`src/rtl/fetch_stage_pkg.sv`:
```
// Shared definitions for the instruction-fetch stage: default reset PC,
// HLT opcode, bubble instruction, opcode field position and FSM encoding.
package fetch_stage_pkg;

  localparam logic [15:0] RESET_PC_DEF    = 16'h0000;
  localparam logic [3:0]  HALT_OPCODE_DEF = 4'hF;
  localparam logic [15:0] NOP_INSTR_DEF   = 16'h0000;

  localparam int OPC_MSB = 15;
  localparam int OPC_LSB = 12;

  typedef enum logic {
    ST_RUN  = 1'b0,
    ST_HALT = 1'b1
  } fetch_state_e;

  function automatic logic [3:0] opcode_of(input logic [15:0] instr);
    return instr[OPC_MSB:OPC_LSB];
  endfunction

endpackage

```
`src/rtl/fetch_stage_if.sv`:
```
// Instruction-memory bus between the fetch stage (master) and memory (slave).
//   imem_addr  : fetch address, driven combinationally from the PC
//   imem_instr : instruction word for imem_addr
//   imem_ready : imem_instr valid this cycle
interface fetch_stage_if;
  logic [15:0] imem_addr;
  logic [15:0] imem_instr;
  logic        imem_ready;

  modport master (output imem_addr, input imem_instr, input imem_ready);
  modport slave  (input imem_addr, output imem_instr, output imem_ready);
endinterface

```
`src/rtl/fetch_stage_if_id_reg.sv`:
```
// IF/ID pipeline register.
//   clk, rst      : clock, async active-high reset
//   we            : 1 = update this cycle, 0 = hold
//   bubble        : with we, load NOP_INSTR / valid=0 instead of the inputs
//   instr_in      : instruction to latch
//   pc_plus2_in   : PC+2 of that instruction
//   instr, pc_plus2, valid : registered outputs to ID
module if_id_reg #(
  parameter logic [15:0] NOP_INSTR = 16'h0000
) (
  input  logic        clk,
  input  logic        rst,
  input  logic        we,
  input  logic        bubble,
  input  logic [15:0] instr_in,
  input  logic [15:0] pc_plus2_in,
  output logic [15:0] instr,
  output logic [15:0] pc_plus2,
  output logic        valid
);

  // A bubble leaves pc_plus2 untouched; ID ignores it while valid=0.
  always_ff @(posedge clk or posedge rst) begin
    if (rst) begin
      instr    <= NOP_INSTR;
      pc_plus2 <= 16'h0000;
      valid    <= 1'b0;
    end else if (we) begin
      if (bubble) begin
        instr <= NOP_INSTR;
        valid <= 1'b0;
      end else begin
        instr    <= instr_in;
        pc_plus2 <= pc_plus2_in;
        valid    <= 1'b1;
      end
    end
  end

endmodule

```
`src/rtl/fetch_stage.sv`:
```
// Instruction-fetch stage: owns the PC, the RUN/HALT FSM, the fetch counter
// and the IF/ID register.
//   clk, rst       : clock, async active-high reset
//   stall          : hold PC, IF/ID and fetch_count
//   branch_taken   : redirect to branch_target (ignored while stalled)
//   imem           : instruction-memory bus (master side)
//   if_id_*        : registered instruction, its PC+2 and valid flag to ID
//   halted         : 1 while in HALT
//   fetch_count    : valid instructions written to IF/ID, saturating
module fetch_stage
  import fetch_stage_pkg::*;
#(
  parameter logic [15:0] RESET_PC    = RESET_PC_DEF,
  parameter logic [3:0]  HALT_OPCODE = HALT_OPCODE_DEF,
  parameter logic [15:0] NOP_INSTR   = NOP_INSTR_DEF
) (
  input  logic                 clk,
  input  logic                 rst,
  input  logic                 stall,
  input  logic                 branch_taken,
  input  logic [15:0]          branch_target,
  fetch_stage_if.master        imem,
  output logic [15:0]          if_id_instr,
  output logic [15:0]          if_id_pc_plus2,
  output logic                 if_id_valid,
  output logic                 halted,
  output logic [15:0]          fetch_count
);

  fetch_state_e state, state_n;
  logic [15:0]  pc, pc_n, pc_plus2;
  logic         ifid_we, ifid_bubble, count_inc;

  assign pc_plus2       = pc + 16'd2;
  assign imem.imem_addr = pc;
  assign halted         = (state == ST_HALT);

  always_ff @(posedge clk or posedge rst) begin
    if (rst) begin
      state       <= ST_RUN;
      pc          <= RESET_PC;
      fetch_count <= 16'h0000;
    end else begin
      state <= state_n;
      pc    <= pc_n;
      if (count_inc && (fetch_count != 16'hFFFF))
        fetch_count <= fetch_count + 16'd1;
    end
  end

  always_comb begin
    state_n     = state;
    pc_n        = pc;
    ifid_we     = 1'b0;
    ifid_bubble = 1'b0;
    count_inc   = 1'b0;
    case (state)
      ST_RUN: begin
        if (stall) begin
          // Hold everything; an unresolved branch in a stalled ID is not real.
        end else if (branch_taken) begin
          // Word fetched this cycle is wrong-path, including a wrong-path HLT.
          pc_n        = branch_target;
          ifid_we     = 1'b1;
          ifid_bubble = 1'b1;
        end else if (!imem.imem_ready) begin
          ifid_we     = 1'b1;
          ifid_bubble = 1'b1;
        end else begin
          ifid_we   = 1'b1;
          count_inc = 1'b1;
          if (opcode_of(imem.imem_instr) == HALT_OPCODE)
            state_n = ST_HALT;   // PC stays on the HLT address
          else
            pc_n = pc_plus2;
        end
      end
      ST_HALT: begin
        if (!stall) begin
          ifid_we     = 1'b1;
          ifid_bubble = 1'b1;
          // An older branch resolving taken releases a speculatively fetched HLT.
          if (branch_taken) begin
            pc_n    = branch_target;
            state_n = ST_RUN;
          end
        end
      end
      default: state_n = ST_RUN;
    endcase
  end

  if_id_reg #(.NOP_INSTR(NOP_INSTR)) u_if_id_reg (
    .clk         (clk),
    .rst         (rst),
    .we          (ifid_we),
    .bubble      (ifid_bubble),
    .instr_in    (imem.imem_instr),
    .pc_plus2_in (pc_plus2),
    .instr       (if_id_instr),
    .pc_plus2    (if_id_pc_plus2),
    .valid       (if_id_valid)
  );

endmodule
```
`src/flat_wrapper.sv`:
```
// flat-port wrapper written by rule: the top's interface ports become plain ports
module fetch_stage_flat import fetch_stage_pkg::*;
#(
  parameter logic [15:0] RESET_PC    = RESET_PC_DEF,
  parameter logic [3:0]  HALT_OPCODE = HALT_OPCODE_DEF,
  parameter logic [15:0] NOP_INSTR   = NOP_INSTR_DEF
)
  (clk, rst, stall, branch_taken, branch_target, if_id_instr, if_id_pc_plus2, if_id_valid, halted, fetch_count, imem_imem_addr, imem_imem_instr, imem_imem_ready);
  fetch_stage_if imem_i ();
  input  logic clk;
  input  logic rst;
  input  logic stall;
  input  logic branch_taken;
  input  logic [15:0] branch_target;
  output logic [15:0] if_id_instr;
  output logic [15:0] if_id_pc_plus2;
  output logic if_id_valid;
  output logic halted;
  output logic [15:0] fetch_count;
  output wire logic [$bits(imem_i.imem_addr)-1:0] imem_imem_addr;
  input wire logic [$bits(imem_i.imem_instr)-1:0] imem_imem_instr;
  input wire logic [$bits(imem_i.imem_ready)-1:0] imem_imem_ready;
  assign imem_imem_addr = imem_i.imem_addr;
  assign imem_i.imem_instr = imem_imem_instr;
  assign imem_i.imem_ready = imem_imem_ready;
  fetch_stage #(.RESET_PC(RESET_PC), .HALT_OPCODE(HALT_OPCODE), .NOP_INSTR(NOP_INSTR)) u_core (.clk(clk), .rst(rst), .stall(stall), .branch_taken(branch_taken), .branch_target(branch_target), .imem(imem_i), .if_id_instr(if_id_instr), .if_id_pc_plus2(if_id_pc_plus2), .if_id_valid(if_id_valid), .halted(halted), .fetch_count(fetch_count));
endmodule
```
`config.mk`:
```
export PLATFORM = sky130hd
export DESIGN_NAME = fetch_stage_flat
export DESIGN_NICKNAME = d
export VERILOG_FILES = /design/src/rtl/fetch_stage_pkg.sv /design/src/rtl/fetch_stage_if.sv /design/src/rtl/fetch_stage_if_id_reg.sv /design/src/rtl/fetch_stage.sv /design/src/flat_wrapper.sv
export SDC_FILE = /design/constraint.sdc
export NUM_CORES = 1
export LEC_CHECK = 0
export CAP_MARGIN = 20
export CORE_ASPECT_RATIO = 0.7
export CORE_MARGIN = 8
export CORE_UTILIZATION = 42
export DETAILED_ROUTE_END_ITERATION = 6
export PLACE_DENSITY = 0.76
export SYNTH_ARGS = -nofsm -noshare
export SYNTH_HDL_FRONTEND = slang
export SYNTH_HIERARCHICAL = 1
export SYNTH_SLANG_ARGS = --single-unit
```
`constraint.sdc`:
```
create_clock -name clk -period 2.2 [get_ports clk]
set_clock_uncertainty 0.2 [all_clocks]
set_input_delay 0.44 -clock clk [delete_from_list [all_inputs] [get_ports clk]]
set_output_delay 0.44 -clock clk [all_outputs]
set_load 0.05 [all_outputs]
```
==> impl_metrics.py, run 1 <==
metrics = {
    "worst_setup_path": {
        "cp-startpoint": "u_core/u_if_id_reg/instr[12]",
        "r2r_start": "u_core/imem.imem_addr[1]",
        "worstSetupPathType": "flip-flop to output pin",
        "cp-end-kind": "output pin",
        "cp.required_ps": 1560,
        "crit_path_max_incr_delay_ps": 820,
        "crit_path_cell_trace": "clkdlybuf4s50_1",
        "slowest_stage": "clkdlybuf4s50_1",
        "critPathLaunchType": "flip-flop",
        "reg2reg_depth": 5,
        "critPathArrivalTime_ps": 1500,
        "path_buf_inv": 1,
        "path_delay_family": "buffers and inverters",
        "cp_max_fo": 2,
        "cp_num_cells": 1,
    },
    "clock_tree": {
        "root_buffer": "clkbuf_16",
        "holdBufCountCts": 0,
        "htreeDepth": 3,
        "cts.path.max_buffers": 2,
        "insertion_delay_ps": 320,
        "cts_tree": "yes",
        "cts_buffers": 9,
        "path_clk_slew_ps": 60,
        "cts_sinks": 66,
    },
    "placed_design": {
        "io_buffers": 102,
        "dp_cells": 501,
        "gp_congestion": 0.801,
        "place_hpwl_mm": 6.69,
    },
    "detailed_routing": {
        "vias_per_cell": 5.29,
        "num_vias": 2729,
        "route.detailed.drc": 0,
        "ant_nets": 0,
        "routed_wl_mm": 8.98,
        "firstDrtPassIters": 4,
        "routedWlPerCell_um": 17.4,
        "drt_iter0_drc": 188,
    },
    "sta": {
        "slew_violations": 0,
        "fmax_mhz": 468,
        "relSlewSlack_pct": 64.5,
        "worst_pin_slew_ps": 532,
        "rsz0062_at_grt": "false",
        "min_period_over_period_pct": 97.1,
        "hold_viol_final": 0,
        "fin_crit_ps": 2140,
        "setup_violations": 0,
        "fin_setup_tns_ps": 0,
    },
    "run_status": {
        "status": "complete, no violations",
    },
    "pwr": {
        "powerDensity_mw_per_mm2": 1040,
        "p_leak_nw": 2.17,
        "ir_drop_v": 0.000677,
    },
    "grt": {
        "grt_max_degree": 37,
        "globalRouteTotalUtil_pct": 16.5,
        "antenna_found_initial": 0,
        "grt_pass1_wl_mm": 14.6,
        "grt_pass1_vias": 2858,
        "grt-ovfl-total": 0,
    },
    "logic_synthesis": {
        "synth.largest_area_cell": "dfrtp_1",
        "postSynthCellCount": 285,
        "synth.area.top_cells": "dfrtp_1, mux2_4, a22o_1",
        "synth-async-reset-ratio_pct": 100,
        "synth.avg_cell_area_um2": 11.6,
        "yosysSeqAreaShare_pct": 49.8,
        "dominantRegCellSynth": "dfrtp_1",
        "ys_seq_elements": 66,
        "synth_cell_types": 49,
        "synth_top_area_share_pct": 49.8,
        "netlist_area_mm2": 0.00331,
        "ys_warn_count": 6,
        "synth_fp_nets": 324,
        "synth_edf_count": 0,
    },
    "finish": {
        "layout.cells.most_common_list": "clkdlybuf4s50_1, buf_4, dfrtp_1",
        "antennaDiodeCount": 0,
        "final_layout_size_suffix_gt1_share_pct": 30.1,
        "nets": 450,
        "stdcell_count": 516,
        "synthToLayoutAreaGrowth_pct": 45.8,
    },
    "worst_hold_path": {
        "min_delay_path_depth": 1,
        "worstHoldStart": "u_core/u_if_id_reg/valid",
        "hold_path.class": "flip-flop to flip-flop",
    },
    "die": {
        "dieHeight_um": 90.3,
        "num_io_pins": 103,
        "start_util_pct": 42.6,
        "core_mm2": 0.00777,
        "rows": 27,
        "die_w_um": 122,
        "dieArea_mm2": 0.0110,
    },
    "run": {
        "max-cap-violations": 0,
    },
}
worst register-to-register path, cell delays in order, from the launching register on:
cell and delay (ps):
dfrtp_2 420, ha_1 240, nand3_2 120, or4_4 520, xnor2_1 150, mux2_4 260
Yosys cell counts, types with 4 or more instances:
cell type,number
clkbuf_1,5
a22o_1,15
nand2_1,21
xnor2_1,11
nor3_1,6
buf_2,6
dfrtp_1,66
nor3b_1,4
o21ai_0,6
o22a_1,7
nor2_1,10
inv_1,7
a2bb2oi_1,6
xor2_1,14
a211oi_1,8
a31oi_1,4
nand3_1,8
o22ai_1,5
nand4_1,10
mux2_2,6
and3_1,4
mux2_4,14
per-layer routing:
layer  routed length [um]  vias to the layer above  global-route usage, %
li1                     -                     1310                      -
met1                 4080                     1333                   22.0
met2                 4180                       79                   25.4
met3                  639                        7                   5.18
met4                   70                        0                   3.74
met5                    0                        -                      0
state kept, by name (all words and copies together) (netlist names):
| register | count |
|---|---|
| u_core/imem.imem_addr | 16 |
| u_core/u_if_id_reg/pc_plus2 | 16 |
| u_core/u_if_id_reg/instr | 16 |
| u_core/fetch_count | 16 |
| u_core/halted | 1 |
| u_core/u_if_id_reg/valid | 1 |
power breakdown:
part           internal, mW  total (mW)  switching [mW]  leakage (nW)
Combinational         0.749        1.97            1.22          1.24
Clock                 0.815        1.33           0.517         0.130
Sequential             1.45        1.72           0.267         0.794
what timing repair did:
action / CTS / global route
setup endpoints to repair: 0 / 1
hold endpoints to repair: 0 / 0
buffers inserted: 0 / 0
gates resized for setup: 0 / 1
kinds of logic after synthesis:
logic type | Yosys count | synth area share [%]
multiplexers | 22 | 8.99
AND/OR/NAND/NOR | 84 | 15.3
XOR/XNOR | 25 | 6.61
adder cells (fa/ha/maj) | 2 | 0.755
buffers and inverters | 24 | 4.04
AO/OA/AOI/OAI | 62 | 14.5
flip-flops | 66 | 49.8
stage by stage:
stage | util, % | worst slack, ps | instance area (um^2) | total power [mW] | hold slack (ps)
after floorplan | - | 2.89 | 3330 | 3.02 | 300
after global placement | 58.6 | -146 | 4550 | 3.69 | 263
after detailed placement | 58.6 | -170 | 4550 | 3.72 | 268
after CTS | 62.2 | 17.3 | 4830 | 5.07 | 281
after global routing | 62.2 | 7.65 | 4830 | 5.25 | 284
final | 62.2 | 62.8 | 4830 | 5.03 | 278
area by class of cell:
| class | count | area (um^2) |
|---|---|---|
| timing repair buffer | 131 | 1200 |
| sequential | 66 | 1660 |
| clock inverter | 4 | 27.5 |
| multi-input combinational | 195 | 1540 |
| clock buffer | 11 | 253 |
| inverter | 8 | 30.0 |
| tap | 101 | 126 |
| fill | 624 | 2940 |
path summary, 6_finish.rpt:
| check | end | slack (ps) |
|---|---|---|
| setup / recovery | if_id_instr[12] | 60 |
| hold / removal | u_core/u_if_id_reg/valid | 280 |
| setup reg to reg | u_core/u_if_id_reg/pc_plus2[13] | 170 |
| hold reg to reg | u_core/u_if_id_reg/valid | 280 |
| max in group asynchronous | u_core/u_if_id_reg/pc_plus2[11] | 1090 |
| min in group asynchronous | u_core/fetch_count[15] | 320 |
Power figures use the tool's default switching activity.
==> run 2: changes to the inputs <==
==> constraint.sdc (replaced) <==
create_clock -name clk -period 1.95 [get_ports clk]
set_clock_uncertainty 0.2 [all_clocks]
set_input_delay 0.39 -clock clk [delete_from_list [all_inputs] [get_ports clk]]
set_output_delay 0.39 -clock clk [all_outputs]
set_load 0.05 [all_outputs]
==> run 2 against run 1 <==
Routed wire length is 6.2% higher; global-route usage is 1.1 points higher; combinational power is 24% higher; final area is 3.8% higher; register-to-register slack worse by 100 ps; worst setup slack worse by 33 ps; sequential cell count stayed put; clock power is 11% higher; cell count is 2.3% higher; sequential share of layout area is 1.1 points lower; largest cell class unchanged.
==> impl_metrics.py, run 2 (same netlist as run 1, synthesis figures left out) <==
metrics = {
    "sta": {
        "hold_slack_ps": 246,
        "fin_crit_ps": 1920,
        "hold_viol_final": 0,
        "relSlewSlack_pct": 72.8,
        "fin_setup_tns_ps": 0,
        "rsz0062_at_grt": "false",
        "min_period_over_period_pct": 98.5,
        "setup_violations": 0,
        "fmax_mhz": 521,
        "slew_violations": 0,
        "worst_pin_slew_ps": 408,
    },
    "placed_design": {
        "dp_cells": 512,
        "place_hpwl_mm": 7.30,
        "io_buffers": 102,
        "gp_congestion": 0.866,
    },
    "die": {
        "num_io_pins": 103,
        "core_mm2": 0.00777,
        "rows": 27,
        "dieArea_mm2": 0.0110,
        "dieHeight_um": 90.3,
        "start_util_pct": 42.6,
        "die_w_um": 122,
    },
    "worst_setup_path": {
        "regToRegEndpoint": "u_core/u_if_id_reg/pc_plus2[15]",
        "cp_max_fo": 11,
        "critPathLaunchType": "input pin",
        "path_buf_inv": 3,
        "slowest_stage": "clkdlybuf4s50_1",
        "crit_path_max_incr_delay_ps": 480,
        "r2r_slack_ps": 70,
        "worstSetupPathType": "input pin to flip-flop",
        "cp-end-kind": "flip-flop",
        "reg2reg_depth": 4,
        "critPathArrivalTime_ps": 1920,
        "crit_path_cell_trace": "clkdlybuf4s50_1, buf_4, a21oi_1, nor2b_4, buf_4, mux2_4",
        "cp.required_ps": 1950,
        "r2r_start": "u_core/imem.imem_addr[6]",
        "path_common_cell": "buf_4",
        "path_delay_family": "buffers and inverters",
    },
    "detailed_routing": {
        "routed_wl_mm": 9.53,
        "ant_nets": 0,
        "route.detailed.drc": 0,
        "drt_iter0_drc": 152,
        "vias_per_cell": 5.33,
        "num_vias": 2816,
        "firstDrtPassIters": 4,
        "routedWlPerCell_um": 18.1,
    },
    "run_status": {
        "status": "complete, no violations",
    },
    "run": {
        "max-cap-violations": 0,
    },
    "pwr": {
        "p_leak_nw": 2.27,
        "powerDensity_mw_per_mm2": 1160,
        "ir_drop_v": 0.00106,
        "power.total_mw": 5.84,
    },
    "worst_hold_path": {
        "hold_path.class": "input pin to asynchronous set/reset pin",
    },
    "clock_tree": {
        "root_buffer": "clkbuf_16",
        "cts.path.max_buffers": 2,
        "cts_buffers": 9,
        "insertion_delay_ps": 320,
        "htreeDepth": 3,
        "path_clk_slew_ps": 50,
        "holdBufCountCts": 0,
        "cts_tree": "yes",
        "post_cts_buffers": 0,
        "cts_sinks": 66,
    },
    "finish": {
        "nets": 461,
        "layout.cells.most_common_list": "buf_4, dfrtp_1, clkdlybuf4s50_1",
        "final_layout_size_suffix_gt1_share_pct": 41.5,
        "layout_commonest_cell": "buf_4",
        "stdcell_count": 528,
        "antennaDiodeCount": 0,
        "fillCellCount": 611,
        "synthToLayoutAreaGrowth_pct": 51.4,
    },
    "grt": {
        "globalRouteTotalUtil_pct": 17.6,
        "grtUsageMet3_pct": 6.31,
        "grt_pass1_wl_mm": 15.4,
        "use_met2_pct": 26.9,
        "antenna_found_initial": 0,
        "grt_max_degree": 37,
        "top_usage_layer": "met2",
        "grt_pass1_vias": 2937,
        "use_met1_pct": 23.1,
        "grt-ovfl-total": 0,
    },
}
-- run 2: metrics by stage --
stage | setup WS, ps | instance area (um^2) | util [%]
5_1_grt | 0.176 | 5020 | 64.6
3_3_place_gp | -370 | 4710 | 60.7
4_1_cts | 32.3 | 4990 | 64.2
6_report | 29.7 | 5020 | 64.6
2_1_floorplan | -116 | 3400 | -
3_5_place_dp | -436 | 4710 | 60.7
-- run 2: how the worst max path moves through the flow --
stage / startpoint / endpoint / slack (ps) / cells after the start
final: stall / u_core/u_if_id_reg/pc_plus2[15] / 30 / 6
after CTS: stall / u_core/u_if_id_reg/pc_plus2[15] / 30 / 6
after detailed placement: branch_taken / u_core/fetch_count[15] / -440 / 5
after global routing: u_core/fetch_count[0] / u_core/fetch_count[0] / 0.2 / 6
after global placement: branch_taken / u_core/fetch_count[15] / -370 / 5
after floorplan: u_core/halted / u_core/u_if_id_reg/pc_plus2[10] / -120 / 7
-- run 2: routing by layer --
metal	share of wire (%)	vias to the layer above
li1	-	1339
met1	43	1375
met2	48	96
met3	8.8	6
met4	0.50	0
met5	0	-
-- run 2: what timing repair did --
action / CTS / global route
pin swaps: 0 / 0
gates resized for setup: 1 / 5
endpoints found under the setup margin: 24 / 4
-- run 2: power breakdown --
part / internal (mW) / total, mW / leakage (nW) / switching (mW)
clock: 0.928 / 1.47 / 0.133 / 0.547
combinational: 0.974 / 2.44 / 1.35 / 1.47
sequential: 1.65 / 1.93 / 0.787 / 0.280
-- run 2: worst register-to-register path, delay by kind of cell (launching register included) --
kind,cells,cell delay [ps]
simple gates,2,750
mux,1,260
flops,1,410
xor+xnor,1,140
-- run 2: layout make-up --
type,instances,area [um^2],share of cell area [%]
Multi-Input combinational cell,195,1610,32.0
Timing Repair Buffer,142,1310,26.0
Clock inverter,2,12.5,0.249
Tap cell,101,126,2.52
Inverter,8,30.0,0.599
Sequential cell,66,1670,33.3
Clock buffer,14,264,5.26
